--- src/rtl/regfile_param.sv ---
// -----------------------------------------------------------------------------
// regfile_param
//
// Parameterised register file with two write ports (A and B), two
// combinational read ports and a self-timed clear sweep.
//
// After reset release, and after every accepted clear request, a sweep walks a
// pointer over every register and writes zero, one register per clock edge.
// While the sweep runs, busy is high, writes are dropped and both read ports
// return zero. Outside the sweep, port B wins when both ports write the same
// address. Optional behaviours:
//   ZERO_REG = 1 : register 0 is hard-wired to zero (writes discarded).
//   BYPASS   = 1 : same-cycle write data is forwarded to matching read ports.
//
// Parameters
//   DATA_W    register width in bits
//   ADDR_W    address width; the file holds 2**ADDR_W registers
//   ZERO_REG  1 = register 0 reads 0 and ignores writes
//   BYPASS    1 = forward same-cycle write data to the read ports
//
// Ports
//   clk                 clock, all state updates on the rising edge
//   reset               asynchronous, active-high reset (restarts the sweep)
//   clear               synchronous request to zero the whole file
//   RegWrite/WriteReg/WriteData     write port A
//   RegWrite2/WriteReg2/WriteData2  write port B
//   ReadReg1/ReadData1  read port 1 (combinational)
//   ReadReg2/ReadData2  read port 2 (combinational)
//   busy                high while the clear sweep is in progress
// -----------------------------------------------------------------------------
module regfile_param #(
    parameter int DATA_W   = 32,
    parameter int ADDR_W   = 5,
    parameter int ZERO_REG = 1,
    parameter int BYPASS   = 1
) (
    input  logic              clk,
    input  logic              reset,
    input  logic              clear,
    input  logic              RegWrite,
    input  logic [ADDR_W-1:0] WriteReg,
    input  logic [DATA_W-1:0] WriteData,
    input  logic              RegWrite2,
    input  logic [ADDR_W-1:0] WriteReg2,
    input  logic [DATA_W-1:0] WriteData2,
    input  logic [ADDR_W-1:0] ReadReg1,
    input  logic [ADDR_W-1:0] ReadReg2,
    output logic [DATA_W-1:0] ReadData1,
    output logic [DATA_W-1:0] ReadData2,
    output logic              busy
);

    localparam int NUM_REGS = 2 ** ADDR_W;
    localparam logic [ADDR_W-1:0] PTR_LAST = {ADDR_W{1'b1}};

    typedef enum logic {
        SWEEP = 1'b0,
        IDLE  = 1'b1
    } state_t;

    state_t            state_q, state_d;
    logic [ADDR_W-1:0] ptr_q, ptr_d;
    logic              busy_q, busy_d;

    logic [DATA_W-1:0] regs [NUM_REGS];

    logic              we_a;
    logic              we_b;

    // -------------------------------------------------------------------------
    // Write qualification: writes only land outside the sweep, and register 0
    // swallows them when it is hard-wired to zero.
    // -------------------------------------------------------------------------
    always_comb begin
        we_a = (state_q == IDLE) && RegWrite
               && !((ZERO_REG != 0) && (WriteReg == '0));
        we_b = (state_q == IDLE) && RegWrite2
               && !((ZERO_REG != 0) && (WriteReg2 == '0));
    end

    // -------------------------------------------------------------------------
    // Control: next-state logic for the sweep/idle machine.
    // -------------------------------------------------------------------------
    // NOTE: every signal written here gets a default first, so no path leaves
    // it unassigned and no latch is inferred.
    always_comb begin
        state_d = state_q;
        ptr_d   = ptr_q;
        unique case (state_q)
            SWEEP: begin
                // clear is ignored here; the sweep never restarts early.
                ptr_d = ptr_q + 1'b1;
                if (ptr_q == PTR_LAST) begin
                    state_d = IDLE;
                end
            end
            IDLE: begin
                if (clear) begin
                    ptr_d   = '0;
                    state_d = SWEEP;
                end
            end
            default: begin
                state_d = SWEEP;
                ptr_d   = '0;
            end
        endcase
        // busy is registered so it tracks the state it will be in after the edge.
        busy_d = (state_d == SWEEP);
    end

    // NOTE: sequential state uses non-blocking assignments so every flop
    // samples pre-edge values regardless of statement order.
    always_ff @(posedge clk or posedge reset) begin
        if (reset) begin
            state_q <= SWEEP;
            ptr_q   <= '0;
            busy_q  <= 1'b1;
        end else begin
            state_q <= state_d;
            ptr_q   <= ptr_d;
            busy_q  <= busy_d;
        end
    end

    // -------------------------------------------------------------------------
    // Storage. The sweep owns the array while it runs; otherwise the write
    // ports do. A clear accepted in IDLE still lets that edge's writes land;
    // the sweep that follows zeroes them.
    // -------------------------------------------------------------------------
    // NOTE: the array has no reset branch on purpose; it is zeroed only by the
    // sweep, which keeps it mappable onto plain RAM without per-bit resets.
    always_ff @(posedge clk) begin
        if (state_q == SWEEP) begin
            regs[ptr_q] <= '0;
        end else begin
            if (we_a) begin
                regs[WriteReg] <= WriteData;
            end
            // Port B is assigned last, so it wins an address collision.
            if (we_b) begin
                regs[WriteReg2] <= WriteData2;
            end
        end
    end

    // -------------------------------------------------------------------------
    // Read ports: stored value, optionally overridden by same-cycle write data
    // (port B over port A), then forced to zero for the hard-wired register and
    // for the whole sweep (including while reset is asserted).
    // -------------------------------------------------------------------------
    function automatic logic [DATA_W-1:0] read_mux(
        input logic [ADDR_W-1:0] addr,
        input logic [DATA_W-1:0] stored,
        input logic              fwd_a,
        input logic [ADDR_W-1:0] waddr_a,
        input logic [DATA_W-1:0] wdata_a,
        input logic              fwd_b,
        input logic [ADDR_W-1:0] waddr_b,
        input logic [DATA_W-1:0] wdata_b,
        input logic              sweeping
    );
        logic [DATA_W-1:0] rd;
        rd = stored;
        if (BYPASS != 0) begin
            if (fwd_a && (waddr_a == addr)) begin
                rd = wdata_a;
            end
            if (fwd_b && (waddr_b == addr)) begin
                rd = wdata_b;
            end
        end
        if ((ZERO_REG != 0) && (addr == '0)) begin
            rd = '0;
        end
        if (sweeping) begin
            rd = '0;
        end
        return rd;
    endfunction

    always_comb begin
        ReadData1 = read_mux(ReadReg1, regs[ReadReg1],
                             we_a, WriteReg, WriteData,
                             we_b, WriteReg2, WriteData2,
                             state_q == SWEEP);
        ReadData2 = read_mux(ReadReg2, regs[ReadReg2],
                             we_a, WriteReg, WriteData,
                             we_b, WriteReg2, WriteData2,
                             state_q == SWEEP);
    end

    assign busy = busy_q;

endmodule

--- config.mk ---
export PLATFORM = sky130hd
export DESIGN_NAME = regfile_param
export DESIGN_NICKNAME = d
export VERILOG_FILES = /design/src/rtl/regfile_param.sv
export SDC_FILE = /design/constraint.sdc
export NUM_CORES = 2
export LEC_CHECK = 0
export CORE_ASPECT_RATIO = 1.4
export CORE_UTILIZATION = 40
export DETAILED_ROUTE_END_ITERATION = 12
export PLACE_DENSITY = 0.6
export SETUP_SLACK_MARGIN = 0.4
export SYNTH_ARGS = -nofsm -noshare
export SYNTH_HDL_FRONTEND = slang
export SYNTH_SLANG_ARGS = --single-unit
--- constraint.sdc ---
create_clock -name clk -period 6.2 [get_ports clk]
set_input_delay 1.86 -clock clk [delete_from_list [all_inputs] [get_ports clk]]
set_output_delay 1.86 -clock clk [all_outputs]
set_load 0.01 [all_outputs]
Word-level counts from Yosys, hierarchy flattened:

Memories as Yosys holds them, arrays and structs flattened.
Index checks and enable logic that the tools add are counted.

* bits in registers: 7
* memory bits (writable): 1024
* input bits: 89
* output and inout port bits: 65
* logic and storage cells: 51
* memories: 1

* $add $sub $neg: 1
* equality and inequality tests: 6
* muxes and demuxes: 23
* bitwise logic cells: 2
* reductions and logical operators: 15

Memories
* regs: depth 32, width 32, read ports 2, clocked after memory_dff 0, write ports 2, line 65 `logic [DATA_W-1:0] regs [NUM_REGS];`

Operators by type and width (count)
* $mux 32: 9
* $reduce_or 32->1: 1
* $eq 5x5->1: 4
* $logic_not 5->1: 4
* $mux 1: 10
* $mux 5: 2
* $pmux 5 s2: 1
* $logic_and 1x1->1: 8
* $add 5x1->5 const B: 1
* $eq 5x5->1 const B: 1
* $logic_not 1->1: 2
* $ne 2x2->1 const B: 1
* $not 1->1: 2
* $pmux 1 s2: 1

Longest topological paths before layout:

* depth in word-level cells: 8
* mapped depth: 11
* gate-level depth less buffers: 6

Worst setup path before layout:

Ideal clock, no wire load.

* path type: input to output
* from: in WriteReg2[0]
* to: out ReadData1[10]
* arrival: 3789 ps
* data required time: 4340 ps
* setup slack: 551 ps
* stages: 10
* buffers on the path: 4
* cell sequence: buf_2 > or2_1 > buf_2 > or4_4 > nand2_2 > o211ai_4 > or3b_1 > buf_2 > buf_6 > o221ai_2

* cells in the longest elaborated chain, start to end: 7
* elaborated cells between the ends (all ways): 8
* those cells by class: eq/ne (1); mux (3); reduce/logical (4)

Ends and longest elaborated chain
* from (decl): line 44 `input logic [ADDR_W-1:0] WriteReg2,`
* $logic_not 5->1: line 78 `&& !((ZERO_REG != 0) && (WriteReg2 == '0));`
* $logic_not 1->1: line 78
* $logic_and 1x1->1: line 78
* $logic_and 1x1->1 *: line 169 `if (fwd_b && (waddr_b == addr)) begin`
* $mux 32 *: line 169
* $mux 32 *: line 173 `if ((ZERO_REG != 0) && (addr == '0)) begin`
* $mux 32 *: line 176 `if (sweeping) begin`
* to (decl): line 48 `output logic [DATA_W-1:0] ReadData1,`

Mark *: on every way between the ends. The rest lies on a longest branch, timed or not.

Worst setup path after layout:

* from: in ReadReg2[0]
* to: out ReadData2[13]

* cells in the longest elaborated chain, start to end: 6
* elaborated cells between the ends (all ways): 10
* those cells by class: eq/ne (2); mux (4); reduce/logical (3); memory (1)

Ends and longest elaborated chain
* from (decl): line 47 `input logic [ADDR_W-1:0] ReadReg2,`
* branches (longest 4 deep; another with $mem_v2 32x32)
* $mux 32 *: line 173
* $mux 32 *: line 176
* to (decl): line 49 `output logic [DATA_W-1:0] ReadData2,`

Every way passes the cells marked *.

==> impl_metrics.json <==
{
  "cp_max_fo": 6,
  "n_fill_cell": 13200,
  "relSlewSlack_pct": 26.4,
  "synthArstFlopShare_pct": 0.679,
  "netlist_area_um2": 60300,
  "layout_common_cells": "nand2_1, o21ai_0, edfxtp_1",
  "worstSetupEndpointType": "primary output",
  "dr.pass1.iters": 6,
  "routed_wl_um": 239000,
  "powerDensity_nw_per_um2": 265,
  "dp_cells": 7282,
  "cp-start-kind": "input port",
  "slowest_stage": "mux4_2",
  "peakVddDrop_uv": 266,
  "drt-wirelength-per-cell_um": 31.6,
  "crit_type": "input port to primary output",
  "rsz0062_at_grt": "true",
  "seq_area_frac_synth_pct": 51.3,
  "arrival_ns": 4.11,
  "fmax_mhz": 168,
  "whs_ns": 0.580,
  "synth_compound_area_share_pct": 13.8,
  "crit_end": "ReadData2[13]",
  "place_congestion": 0.862,
  "coreArea_um2": 150000,
  "r2r_cells": 8,
  "hold_viol": 0,
  "grt_max_degree": 65,
  "synthAdderAreaFrac_pct": 0.0415,
  "cts_made_buffers": 100,
  "io_buffers": 153,
  "syn-instance-count": 5384,
  "synth_seq_cells": 1031,
  "p_switching_mw": 5.75,
  "drt_iter0_drc": 7197,
  "cts_hold_buffers": 0,
  "drive_gt1_share_pct": 24.9,
  "clock_path_buffers": 3,
  "initial_utilization_pct": 40.3,
  "final_cells": 7584,
  "clock_skew_ns": 0.0350,
  "syn-mean-instance-area_um2": 11.2,
  "status": "completed",
  "period_needed_ns": 5.97,
  "drcViolationCount": 0,
  "p_sw_share_pct": 29.9,
  "synthToLayoutAreaGrowth_pct": 20.3,
  "synth.distinct_cells": 55,
  "rows": 168,
  "r2r_start": "state_q",
  "cts_sinks": 1031,
  "num_vias": 48600,
  "clockPowerShare_pct": 32.2,
  "cts_root_buf": "clkbuf_16",
  "die_area_um2": 152000,
  "post-dp-hpwl_um": 140000,
  "fin_total_pwr_mw": 19.3,
  "synth.largest_area_cell": "edfxtp_1",
  "cp-startpoint": "ReadReg2[0]",
  "dieHeight_um": 462,
  "muxShareOfSynthArea_pct": 20.2,
  "setup_tns_ns": 0,
  "io_pins": 154,
  "track_usage_pct": 31.0,
  "clk_pin_slew_ns": 0.07,
  "htreeDepth": 3,
  "die_w_um": 330,
  "timing.rr.end": "regs[17][1]",
  "power_frac_seq_pct": 45.8,
  "synth_top_family_by_area": "multiplexers",
  "hold_class": "flop to flop",
  "synth-simple-area-share_pct": 9.58,
  "grt_pass1_wl_um": 335000,
  "synthFlopType": "edfxtp_1",
  "stdcell_area_um2": 72600,
  "reg2reg_slack_ns": 2.32,
  "fin_crit_sh_pct": 96.2,
  "drv_cap": 0,
  "synth_xor_area_share_pct": 0.290,
  "crit_path_max_incr_delay_ns": 0.59,
  "yosys_warnings": 0,
  "worstMarginPinSlew_ns": 1.10,
  "crit_required_ns": 4.34,
  "worst_slack_ns": 0.235,
  "setup-violations-final": 0,
  "cts_tree": "yes",
  "yosys-top-cells-area": "edfxtp_1, mux4_2, o21ai_0",
  "leakage_nw": 24.8,
  "layout_commonest_cell": "nand2_1",
  "combinationalPowerShare_pct": 22.0,
  "antenna_found_initial": 7,
  "final_util_pct": 48.5,
  "place_ws_ns": -0.460,
  "final_nets": 5634,
  "insertion_delay_ns": 0.75,
  "ant_nets": 0,
  "grt_pass1_vias": 47500,
  "grt_overflow": 0,
  "synth_edf_count": 1024,
  "syn_nets": 5475,
  "crit_chain": "buf_16 > buf_12 > buf_16 > mux4_2 > mux4_2 > nor2_4 > a31oi_2 > nor2_1 > buf_4 > o21ai_0 > buf_2",
  "slew_viol_final": 0,
  "dpl_cell_area_um2": 67200,
  "vias_per_cell": 6.41,
  "yosysTopAreaCellShare_pct": 51.0,
  "p_int_mw": 13.5
}
[cells by family after synthesis]
kind of cell             count (synthesis)
flip-flops                            1031
AO/OA/AOI/OAI                         1469
multiplexers                           708
adder cells (fa/ha/maj)                  2
AND/OR/NAND/NOR                       1449
XOR/XNOR                                20
buffers and inverters                  705
[layout make-up]
type / count / area, um2 / share of cell area [%]
Inverter: 39 / 151 / 0.209
Tap cell: 1955 / 2450 / 3.37
Multi-Input combinational cell: 3648 / 27800 / 38.3
Clock inverter: 65 / 589 / 0.812
Antenna cell: 1 / 2.50 / 0.00345
Sequential cell: 1031 / 30900 / 42.6
Clock buffer: 122 / 2610 / 3.59
Timing Repair Buffer: 723 / 8090 / 11.1
[cell usage after synthesis, types with 41 or more instances]
master and count:
nand2_1 1172, o21ai_0 1088, edfxtp_1 1024, clkbuf_1 513
mux4_2 410, mux2i_1 297, nor2_1 139, o22ai_1 125
o221ai_1 70, a22oi_1 65, buf_2 61, a21oi_1 41
[worst max-delay path, delay by kind of cell]
family	cells	cell delay [ns]
mux	2	1.10
buf+inv	5	0.69
simple gates	2	0.30
compound gates	2	0.13
[sequential cells by signal, indices dropped and copies added (netlist names)]
name	flops
state_q	1
regs	1024
ptr_q	5
busy	1
[what timing repair did]
| item | CTS | global route |
|---|---|---|
| hold endpoints to repair | 0 | 0 |
| setup endpoints to repair | 64 | 64 |
| gates cloned | 12 | 6 |
| buffers inserted | 68 | 28 |
| resized for setup | 422 | 100 |
| pin swaps | 43 | 51 |
[power by group through the flow]
stage          combinational [mW]  sequential (mW)  clock [mW]
5_1_grt                      4.35             8.87        6.46
6_report                     4.23             8.81        6.21
3_5_place_dp                 3.92             8.94           0
4_1_cts                      4.09             8.80        6.24
2_1_floorplan                2.01             8.88           0
3_3_place_gp                 3.89             8.89           0
[metal layers]
layer / wire length (um) / up-vias / GRT usage, %
met5: 27 / - / 0
met4: 15800 / 4 / 19.1
met3: 26700 / 825 / 6.52
met2: 115000 / 3350 / 50.7
met1: 82100 / 23900 / 37.2
li1: - / 20600 / -
[worst min path at each step]
stage                to  slack, ns  depth (start not counted)      from
2_1_floorplan  ptr_q[3]       0.50                          1  ptr_q[3]
3_3_place_gp   ptr_q[3]       0.53                          1  ptr_q[3]
3_5_place_dp   ptr_q[3]       0.55                          1  ptr_q[3]
4_1_cts        ptr_q[3]       0.57                          1  ptr_q[3]
5_1_grt        ptr_q[3]       0.59                          1  ptr_q[3]
6_report       ptr_q[3]       0.58                          1  ptr_q[3]
Power figures use the tool's default switching activity.
